<file path="src/rtl/even_chk_pkg.sv">
// Shared constants, state encoding and the expected-next helper for the even counter checker.
// EVEN_CHK_STICKY_ERR_EN adds the FAIL state (errors in LOCKED latch until reset).
package even_chk_pkg;

  localparam int unsigned STEP    = 2;
  localparam int unsigned MOD     = 16;
  localparam logic [3:0]  WRAP_PT = 4'd14;

`ifdef EVEN_CHK_STICKY_ERR_EN
  typedef enum logic [1:0] {ST_SYNC, ST_ACQ, ST_LOCKED, ST_FAIL} state_t;
`else
  typedef enum logic [1:0] {ST_SYNC, ST_ACQ, ST_LOCKED} state_t;
`endif

  function automatic logic [3:0] next_exp(input logic [3:0] p);
    return 4'((32'(p) + STEP) % MOD);
  endfunction

endpackage

</file>
<file path="src/rtl/even_chk_predict.sv">
// Holds the last accepted sample P and flags whether the current sample is the expected successor.
module even_chk_predict
  import even_chk_pkg::*;
(
  input  logic       clk,
  input  logic       rst,
  input  logic       load,
  input  logic [3:0] s,
  output logic [3:0] p,
  output logic [3:0] e,
  output logic       match,
  output logic       odd
);

  always_ff @(posedge clk) begin
    if (rst)       p <= 4'd0;
    else if (load) p <= s;
  end

  assign e     = next_exp(p);
  assign match = (s == e);
  assign odd   = s[0];

endmodule

</file>
<file path="config.mk">
export PLATFORM = sky130hd
export DESIGN_NAME = even_chk_predict
export DESIGN_NICKNAME = d
export VERILOG_FILES = /design/src/rtl/even_chk_pkg.sv /design/src/rtl/even_chk_predict.sv
export SDC_FILE = /design/constraint.sdc
export NUM_CORES = 1
export LEC_CHECK = 0
export CAP_MARGIN = 20
export CORE_AREA = 3 3 40 42
export CTS_BUF_LIST = sky130_fd_sc_hd__clkbuf_4
export DETAILED_ROUTE_END_ITERATION = 16
export DIE_AREA = 0 0 43 45
export GPL_ROUTABILITY_DRIVEN = 0
export PLACE_DENSITY = 0.48
export SLEW_MARGIN = 25
export SYNTH_ARGS = -nofsm -noshare
export SYNTH_HDL_FRONTEND = slang
export SYNTH_SLANG_ARGS = --single-unit
export TNS_END_PERCENT = 100
</file>
<file path="constraint.sdc">
create_clock -name clk -period 1.2 [get_ports clk]
set_input_delay 0.12 -clock clk [delete_from_list [all_inputs] [get_ports clk]]
set_output_delay 0.12 -clock clk [all_outputs]
set_load 0.005 [all_outputs]
</file>
# After elaboration in Yosys (flattened, before gate mapping)
# Cells that the tools add are included.
op_classes:
  addsub: 1
  multipliers: 0
  div: 0
  order_cmp: 0
  n_eq_ne: 1
  n_shift: 0
  muxes: 0
  bitwise: 0
  n_reduce_logical: 0
ops:
  columns: ["cell", "n"]
  rows:
  - ["$add 4x2->4 const B", 1]
  - ["$eq 4x4->1", 1]
word_totals:
  ff_bits: 4
  latch_bits: 0
  mem_bits_rw: 0
  romBits: 0
  inputBits: 7
  out_inout_bits: 10
  word_cells: 3
  n_memories: 0

# Longest topological paths before layout
# Gate-level depths: netlist (run 1).
logic_depth:
  depth_word: 2
  depth_mapped: 3
  mapped_depth_nobuf: 3

# Least setup slack after synthesis (run 1)
# No wires, ideal clock.
synth_timing:
  path_kind: "register -> output"
  from: "register p[1]"
  to: "output port match"
  arrival_time_ns: 1.058
  required_time_ns: 1.080
  path_slack_ns: 0.022
  path_stages_with_launch: 4
  path_buffers: 0
  path_cell_list: "dfxtp_1 ha_1 xor2_1 nor4_2"
synth_via:
  elab_chain_cells: 2
synth_lines:
  columns: ["item", "line_no", "source"]
  rows:
  - ["from (decl)", "even_chk_predict.sv:9", "output logic [3:0] p,"]
  - ["from (signal assigned)", "even_chk_predict.sv:17", "else if (load) p <= s;"]
  - ["$add 4x2->4", "even_chk_pkg.sv:16", "return 4'((32'(p) + STEP) % MOD);"]
  - ["via e[2]", "even_chk_predict.sv:10", "output logic [3:0] e,"]
  - ["$eq 4x4->1", "even_chk_predict.sv:21", "assign match = (s == e);"]
  - ["to (decl)", "even_chk_predict.sv:11", "output logic match,"]
# The timed path passes the listed nets, and every way through them passes these cells.

# Final worst setup path (run 1)
layout_timing:
  from: "register p[2]"
  to: "output port match"
layout_via:
  elab_chain_cells: 2
layout_lines:
  columns: ["item", "line_no"]
  rows:
  - ["$add 4x2->4", "even_chk_pkg.sv:16"]
  - ["$eq 4x4->1", "even_chk_predict.sv:21"]
# No other way between the ends.

==> impl_metrics.csv, run 1 <==
group,metric,value,unit
global_routing,grt_usage,8.52,%
floorplan,die_x,43,um
yosys,yosys.area.top_type,"dfxtp_1",
cts,insertion_delay,0.24,ns
global_routing,grt_pass1_vias,266,
cts,clock_sinks,4,
yosys,synth_area,243,um2
critical_path,worstReg2RegEnd,"p[1]$_SDFFE_PP0P_",
global_routing,grt_max_degree,5,
yosys,synth_top_family_by_area,"XOR/XNOR gates",
yosys,synthSimpleGateAreaFrac,11.3,%
critical_path,critPathMaxStageDelay,0.33,ns
yosys,synth-seq-cells,4,
cts,htreeDepth,1,
yosys,ys_seq_area_share,33.0,%
power,leakage,0.000242,uW
critical_path,path_cells,"ha_4, xor2_1, nor4_2, buf_2",
cts,cts_hold_buf,0,
cells_and_area,largestRegisters,"p (4)",
cts,path_clk_slew,0.04,ns
floorplan,die_h,45,um
critical_path,worstSetupEndpointType,"output pin",
sta,period_share,116,%
cells_and_area,stdcell_count,60,
global_routing,antenna_found_initial,0,
cts,postCtsSetupBuffers,0,
cells_and_area,fin_nets,55,
critical_path,ff2ff_setup_slack,0.44,ns
sta,hold_viol,0,
critical_path,critPathArrivalTime,1.27,ns
cells_and_area,top_register,"p",
critical_path,path_max_fanout,2,
drt,drt_iter0_markers,9,
drt,drt_wl_total,659,um
cells_and_area,antenna_cells,0,
drt,drc_errors,0,
yosys,syn-num-nets,31,
cells_and_area,postLayoutCoreUtil,36.5,%
critical_path,critical_path_class,"flip-flop to output pin",
critical_path,crit_start,"p[2]$_SDFFE_PP0P_",
power,p_per_area,935,nW/um2
drt,vias_per_cell,4.12,
place,place_ws,-0.546,ns
worst_hold_path,hold_path.class,"input port to flip-flop",
sta,relSlewSlack,82.9,%
yosys,synth_top_area_share,33.0,%
drt,vias,247,
yosys,synthTopCellsByArea,"dfxtp_1 (33%), mux2i_1 (16%), xor2_1 (11%), xor3_1 (9.8%), buf_4 (6.2%)",
yosys,synthMuxAreaShare,16.5,%
sta,rsz0062_at_grt,"yes",
worst_hold_path,hold_depth,2,
place,dp.cells,57,
cts,cts_tree,"yes",
yosys,synth-edff-count,0,
sta,timing.fmax,0.718,GHz
yosys,synthArstFlopShare,0,%
yosys,synth_commonest_cells,"dfxtp_1 (4), mux2i_1 (4), nor2_1 (4)",
sta,finalWorstSetupSlack,-0.193,ns
cts,cts-root-buf,"clkbuf_4",
worst_hold_path,min_to,"p[1]$_SDFFE_PP0P_",
global_routing,grt_overflow,0,
yosys,postSynthCellCount,23,
critical_path,r2r.worst_path.cells,3,
floorplan,die-area,1940,um2
cts,clockBufferDepth,2,
cells_and_area,drive_gt1_share,35.6,%
flow_run,maxCapViolCount,0,
critical_path,r2r-start,"p[1]$_SDFFE_PP0P_",
yosys,yosys_warnings,0,
sta,final_max_slew_viol_count,0,
place,port_buffers,16,
yosys,synthFlopType,"dfxtp_1",
status,status,"finished, violations left",
critical_path,critical_path_depth,4,
sta,finalClockSkew,0,ns
critical_path,worst_setup_path_start_kind,"flip-flop",
drt,postRouteAntennaNets,0,
yosys,avgSynthCellArea,10.6,um2
sta,worst_slew_pin_slew,0.255,ns
critical_path,cp_slowest_cell,"dfxtp_2",
floorplan,core-area,1280,um2
global_routing,grt_pass1_wl,1.08,mm
yosys,post_synth_xor_area_fraction,24.2,%
critical_path,crit_buf_inv,1,
sta,fin_crit,1.39,ns
drt,post_drt_wl_per_cell,11.0,um
sta,final-setup-viol-count,1,
critical_path,crit_family,"flip-flops",
sta,hold-worst-slack,0.526,ns
worst_hold_path,hp-start,"rst",
power,ir_worst_vdd,0.000693,V
cts,numCtsBuffers,3,
floorplan,io_pins,17,
floorplan,initial_core_util,18.9,%
cells_and_area,syn_to_final_growth,93.3,%
yosys,synth-compound-area-share,0,%
yosys,synth_fa_ha_area_share,5.15,%
floorplan,rows,13,
drt,first_pass_iters,3,
critical_path,critPathRequiredTime,1.08,ns
yosys,yosysUniqueCellTypes,11,
cells_and_area,fillers,141,
status,violations,"setup timing",
cells_and_area,largest_reg_flops,4,
layer usage:
layer	global-route usage, %	wire length (um)	share of wire (%)	up-vias
met5	0	0	0	-
met4	7.23	21	3.2	0
met3	6.77	79	12	4
met2	13.8	328	50	14
met1	6.57	230	35	110
li1	-	-	-	119
metrics by stage:
stage / area, um2 / power (uW) / TNS [ns]
after floorplan: 243 / 204 / 0
after global placement: 447 / 284 / -0.824
after detailed placement: 447 / 285 / -0.865
after CTS: 469 / 454 / -0.216
after global routing: 469 / 477 / -0.342
final: 469 / 439 / -0.193
layout make-up:
type | count | area [um2] | share of cell area, %
tap | 15 | 18.8 | 4.00
sequential | 4 | 83.8 | 17.9
inverter | 1 | 3.75 | 0.800
timing repair buffer | 22 | 189 | 40.3
clock buffer | 3 | 22.5 | 4.80
multi-input combinational | 15 | 151 | 32.3
logic make-up (layout without fill, tap and decap cells):
family,after synthesis,count (layout)
adders and majority gates,1,1
muxes,4,4
and+or+nand+nor,5,5
xor gates and xnor gates,5,5
buffers and inverters,4,26
DFF,4,4
what timing repair did:
item / CTS / global route
pin swaps: 1 / 0
gates resized for setup: 21 / 0
endpoints found under the setup margin: 10 / 3
power breakdown:
part / internal (uW) / switching, uW
logic: 76.8 / 44.3
registers: 143 / 6.28
clock network: 112 / 56.3
worst max path at each step:
stage	to	slack, ns
floorplan	match	0.02
global placement	match	-0.53
detailed placement	match	-0.55
CTS	match	-0.21
global route	match	-0.25
finish	match	-0.19
layout by cell type (no fill, tap or decap):
| cell | synthesis | layout |
|---|---|---|
| inv_1 | 1 | 1 |
| nor4_2 | 1 | 1 |
| buf_4 | 2 | 5 |
| ha_4 | 0 | 1 |
| xor3_1 | 1 | 1 |
| buf_2 | 0 | 2 |
| clkdlybuf4s50_1 | 0 | 6 |
| xnor2_1 | 1 | 1 |
| dfxtp_2 | 0 | 3 |
| mux2i_1 | 4 | 4 |
| nor2_1 | 4 | 4 |
| clkbuf_4 | 0 | 3 |
| xor2_1 | 3 | 3 |
| dlygate4sd2_1 | 0 | 8 |
| dfxtp_1 | 4 | 1 |
| buf_6 | 0 | 1 |
No activity file was read; power rests on OpenSTA's default activity.
==> inputs of run 2 (changes only) <==
--- a/config.mk
+++ b/config.mk
@@ -6,12 +6,13 @@
 export NUM_CORES = 1
 export LEC_CHECK = 0
 export CAP_MARGIN = 20
-export CORE_AREA = 3 3 40 42
+export CORE_AREA = 2 2 39 41
 export CTS_BUF_LIST = sky130_fd_sc_hd__clkbuf_4
 export DETAILED_ROUTE_END_ITERATION = 16
-export DIE_AREA = 0 0 43 45
+export DIE_AREA = 0 0 41 43
 export GPL_ROUTABILITY_DRIVEN = 0
 export PLACE_DENSITY = 0.48
+export SETUP_SLACK_MARGIN = 0.15
 export SLEW_MARGIN = 25
 export SYNTH_ARGS = -nofsm -noshare
 export SYNTH_HDL_FRONTEND = slang
==> constraint.sdc (replaced) <==
create_clock -name clk -period 1.6 [get_ports clk]
set_input_delay 0.16 -clock clk [delete_from_list [all_inputs] [get_ports clk]]
set_output_delay 0.16 -clock clk [all_outputs]
set_load 0.005 [all_outputs]
==> run 2 against run 1 <==
Via count is 0.40% lower; first-iteration DRC count is 22% lower; global-route usage is 0.42 points higher; critical path type unchanged; setup slack better by 0.35 ns; hold slack better by 0.0057 ns; critical path depth stayed put; power is 22% lower; critical endpoint unchanged; cell count stayed put; count of clock-buffer cells in the layout stayed put; core utilization is 2.2 points lower; combinational power is 21% lower; the run now ends clean; clock power is 23% lower.
==> impl_metrics.csv, run 2 (same netlist as run 1, synthesis figures left out) <==
group,metric,value,unit
status,status,"complete, no violations",
cells_and_area,layout_common_cells,"clkdlybuf4s50_1 (12), buf_4 (5), mux2i_1 (4), nor2_1 (4)",
power,power_switching,84.0,uW
place,dp.cells,57,
sta,fin_crit,1.44,ns
power,power_frac_comb,28.2,%
sta,worst_slew_pin_slew,0.271,ns
place,dp_hpwl,498,um
sta,timing.fmax,0.695,GHz
cells_and_area,syn_to_final_growth,95.4,%
flow_run,maxCapViolCount,0,
power,seqPwrFrac,33.4,%
cts,cts-root-buf,"clkbuf_4",
sta,rsz0062_at_grt,"yes",
critical_path,worst_setup_path_start_kind,"flip-flop",
cells_and_area,postLayoutCoreUtil,34.3,%
cells_and_area,top_register,"p",
critical_path,critical_path_class,"flip-flop to output pin",
floorplan,core-area,1380,um2
cells_and_area,antenna_cells,0,
cts,cts_tree,"yes",
global_routing,grt_overflow,0,
critical_path,crit_family,"flip-flops",
global_routing,grt_pass1_vias,240,
sta,period_share,90.0,%
drt,vias_per_cell,4.10,
cts,insertion_delay,0.24,ns
cts,numCtsBuffers,3,
critical_path,path_cells,"ha_4, xor2_1, nor4_2, buf_2",
cells_and_area,largestRegisters,"p (4)",
floorplan,die_h,43,um
drt,drc_errors,0,
critical_path,critPathMaxStageDelay,0.33,ns
cells_and_area,stdcell_count,60,
power,clock_power_share,38.3,%
sta,finalClockSkew,0,ns
floorplan,rows,14,
drt,postRouteAntennaNets,0,
power,ir_worst_vdd,0.000249,V
global_routing,grt_pass1_wl,972,um
floorplan,die-area,1760,um2
drt,post_drt_wl_per_cell,10.7,um
worst_hold_path,hold_path.class,"input port to flip-flop",
cts,clockBufferDepth,2,
drt,first_pass_iters,4,
global_routing,grt_usage,8.94,%
power,cell_internal_pwr,256,uW
floorplan,die_x,41,um
floorplan,io_pins,17,
sta,final_max_slew_viol_count,0,
cells_and_area,final_common_cell,"clkdlybuf4s50_1",
critical_path,path_max_fanout,2,
sta,hold_viol,0,
floorplan,initial_core_util,17.5,%
power,switching_share,24.7,%
critical_path,worstSetupEndpointType,"output pin",
cells_and_area,largest_reg_flops,4,
power,total_power,340,uW
cells_and_area,fin_nets,54,
critical_path,critPathRequiredTime,1.44,ns
cts,path_clk_slew,0.04,ns
power,p_per_area,717,nW/um2
sta,hold-worst-slack,0.532,ns
cts,cts_hold_buf,0,
drt,vias,246,
drt,drt_wl_total,642,um
drt,drt_iter0_markers,7,
critical_path,crit_buf_inv,1,
sta,relSlewSlack,81.9,%
cts,clock_sinks,4,
power,leakage,0.000229,uW
cts,htreeDepth,1,
sta,final-setup-viol-count,0,
cts,postCtsSetupBuffers,0,
critical_path,critPathArrivalTime,1.28,ns
global_routing,antenna_found_initial,0,
cells_and_area,drive_gt1_share,31.8,%
global_routing,grt_max_degree,5,
place,port_buffers,16,
critical_path,cp_slowest_cell,"dfxtp_2",
run 2: cell count changes in the layout (fill, tap and decap cells not counted), sizes merged:
cell / before / now
dlygate4sd2: 8 / 2
buf: 8 / 6
clkdlybuf4s50: 6 / 12
dlymetal6s2s: 0 / 1
run 2: final timing paths:
path,slack (ns),to,start,cells after the start
min,0.53,p[2]$_SDFFE_PP0P_,rst,2
min reg2reg,0.54,p[3]$_SDFFE_PP0P_,p[3]$_SDFFE_PP0P_,2
max reg2reg,0.84,p[1]$_SDFFE_PP0P_,p[1]$_SDFFE_PP0P_,3
max,0.16,match,p[2]$_SDFFE_PP0P_,4
run 2: metrics by stage:
stage	TNS (ns)	setup slack (ns)	cell area, um2
after global placement	-0.224	-0.224	440
after floorplan	0	0.382	243
final	0	0.161	474
after detailed placement	-0.230	-0.230	440
after global routing	0	0.101	474
after CTS	0	0.0964	470
run 2: routing by layer:
layer | GRT usage, % | vias up | share of wire, %
li1 | - | 119 | -
met1 | 9.03 | 109 | 40
met2 | 12.2 | 18 | 45
met3 | 5.24 | 0 | 14
met4 | 8.00 | 0 | 0
met5 | 0 | - | 0
run 2: area by class of cell:
class / instances / area (um2)
Inverter: 1 / 3.75
Timing Repair Buffer: 21 / 193
Multi-Input combinational cell: 15 / 151
Sequential cell: 4 / 83.8
Clock buffer: 3 / 22.5
Tap cell: 16 / 20.0
Fill cell: 147 / 910
run 2: repair_timing:
item                                    in CTS  in global routing
endpoints found under the setup margin       3                  2
gates resized for setup                      9                  2
pin swaps                                    1                  0
run 2: power by group through the flow:
| stage | Combinational, uW | Clock (uW) | Sequential (uW) |
|---|---|---|---|
| after detailed placement | 100 | 0 | 113 |
| after floorplan | 38.5 | 0 | 114 |
| after global placement | 100 | 0 | 113 |
| after CTS | 97.7 | 136 | 114 |
| after global routing | 107 | 142 | 115 |
| final | 95.9 | 130 | 114 |
==> inputs of run 3 (changes only) <==
--- a/config.mk
+++ b/config.mk
@@ -6,12 +6,14 @@
 export NUM_CORES = 1
 export LEC_CHECK = 0
 export CAP_MARGIN = 20
+export CELL_PAD_IN_SITES_DETAIL_PLACEMENT = 0
+export CELL_PAD_IN_SITES_GLOBAL_PLACEMENT = 1
 export CORE_AREA = 2 2 39 41
 export CTS_BUF_LIST = sky130_fd_sc_hd__clkbuf_4
 export DETAILED_ROUTE_END_ITERATION = 16
 export DIE_AREA = 0 0 41 43
 export GPL_ROUTABILITY_DRIVEN = 0
-export PLACE_DENSITY = 0.48
+export PLACE_DENSITY = 0.63
 export SETUP_SLACK_MARGIN = 0.15
 export SLEW_MARGIN = 25
 export SYNTH_ARGS = -nofsm -noshare
==> run 3 against run 2 <==
Die area is the same; setup slack lost 0.0024 ns; count of clock-buffer cells in the layout is the same; routed wire length shrank 2.3%; core utilization shrank 0.27 points; power shrank 0.71%; critical path type unchanged; critical endpoint unchanged.
==> impl_metrics.csv, run 3 (same netlist as run 1, synthesis figures left out) <==
group,metric,value,unit
floorplan,die_h,43,um
power,ir_worst_vdd,0.000308,V
global_routing,grt_overflow,0,
floorplan,io_pins,17,
global_routing,grt_usage,8.53,%
floorplan,core-area,1380,um2
sta,hold_viol,0,
cells_and_area,layout_common_cells,"clkdlybuf4s50_1 (13), buf_4 (5), mux2i_1 (4), nor2_1 (4)",
sta,period_share,90.1,%
sta,fin_crit,1.44,ns
power,leakage,0.000220,uW
global_routing,grt_pass1_vias,218,
cts,cts-root-buf,"clkbuf_4",
cells_and_area,largestRegisters,"p (4)",
drt,drc_errors,0,
sta,worst_slew_pin_slew,0.283,ns
cts,path_clk_slew,0.03,ns
floorplan,die-area,1760,um2
drt,drt_iter0_markers,0,
sta,final_max_slew_viol_count,0,
cells_and_area,drive_gt1_share,29.5,%
cts,clockBufferDepth,2,
critical_path,critPathRequiredTime,1.44,ns
flow_run,maxCapViolCount,0,
cts,numCtsBuffers,3,
sta,tns,0,ns
critical_path,worstSetupEndpointType,"output pin",
floorplan,initial_core_util,17.5,%
global_routing,antenna_found_initial,0,
critical_path,worstReg2RegEnd,"p[1]$_SDFFE_PP0P_",
drt,drt_wl_total,627,um
global_routing,grt_pass1_wl,890,um
floorplan,die_x,41,um
cells_and_area,postLayoutCoreUtil,34.0,%
critical_path,worst_setup_path_start_kind,"flip-flop",
drt,post_drt_wl_per_cell,10.5,um
critical_path,critical_path_class,"flip-flop to output pin",
drt,vias_per_cell,3.90,
worst_hold_path,hold_depth,2,
power,p_per_area,718,nW/um2
sta,timing.fmax,0.694,GHz
cells_and_area,largest_reg_flops,4,
drt,postRouteAntennaNets,0,
drt,first_pass_iters,1,
status,status,"complete, no violations",
worst_hold_path,hold_path.class,"flip-flop to flip-flop",
cells_and_area,antenna_cells,0,
sta,relSlewSlack,81.0,%
sta,final-setup-viol-count,0,
critical_path,ff2ff_setup_slack,0.85,ns
sta,rsz0062_at_grt,"yes",
cts,insertion_delay,0.23,ns
cells_and_area,final_common_cell,"clkdlybuf4s50_1",
drt,vias,234,
cts,cts_tree,"yes",
floorplan,rows,14,
place,dp_hpwl,507,um
cts,htreeDepth,1,
critical_path,crit_start,"p[1]$_SDFFE_PP0P_",
cells_and_area,top_register,"p",
critical_path,r2r-start,"p[1]$_SDFFE_PP0P_",
cells_and_area,fin_nets,54,
critical_path,path_max_fanout,2,
cts,clock_sinks,4,
global_routing,grt_max_degree,5,
sta,finalClockSkew,0,ns
critical_path,r2r.worst_path.cells,3,
cts,postCtsSetupBuffers,0,
critical_path,critPathArrivalTime,1.28,ns
cts,cts_hold_buf,0,
critical_path,crit_end,"match",
cells_and_area,syn_to_final_growth,93.8,%
place,port_buffers,16,
## run 3: cell count changes in the layout (fill, tap and decap cells not counted)
cell             previous run  this run
dfxtp_1                     1         2
clkdlybuf4s50_1            12        13
dfxtp_2                     3         2
dlymetal6s2s_1              1         0
## run 3: metrics by stage
step	instance area, um2	power (uW)	hold slack [ns]	cells	worst slack, ns
4_1_cts	470	346	0.557	60	0.136
5_1_grt	470	358	0.578	60	0.0964
6_report	470	338	0.551	60	0.158
3_5_place_dp	440	214	0.551	57	-0.230
2_1_floorplan	243	153	0.232	23	0.382
3_3_place_gp	440	212	0.540	57	-0.215
## run 3: power breakdown
group	switching, uW	total [uW]	internal (uW)
clock	43.6	128	84.0
sequential	5.27	112	107
combinational	32.8	97.7	65.0
## run 3: critical path: stages (launching register included)
cell and delay [ns]:
dfxtp_2 0.33, ha_4 0.24, xor2_1 0.15, nor4_2 0.19, buf_2 0.15
## run 3: how the worst min path moves through the flow
stage | start | to | slack [ns]
floorplan | rst | p[0]$_SDFFE_PP0P_ | 0.23
global placement | p[0]$_SDFFE_PP0P_ | p[0]$_SDFFE_PP0P_ | 0.54
detailed placement | p[0]$_SDFFE_PP0P_ | p[0]$_SDFFE_PP0P_ | 0.55
CTS | rst | p[2]$_SDFFE_PP0P_ | 0.56
global route | rst | p[2]$_SDFFE_PP0P_ | 0.58
finish | p[0]$_SDFFE_PP0P_ | p[0]$_SDFFE_PP0P_ | 0.55
## run 3: layout make-up
class	count	area (um2)
fillers	148	913
repair buffers	21	190
multi-input cells	15	151
flip-flops and latches	4	82.6
clock buffers	3	22.5
well taps	16	20.0
inverters	1	3.75
## run 3: what timing repair did
| action | CTS | global route |
|---|---|---|
| pin swaps | 0 | 0 |
| setup endpoints to repair | 3 | 1 |
| resized for setup | 9 | 0 |
## run 3: layer usage
layer  vias to the layer above  routed length (um)  track usage [%]
met5                         -                   0                0
met4                         0                  14             6.00
met3                         2                  79             6.28
met2                        15                 285             10.9
met1                       100                 247             9.29
li1                        117                   -                -
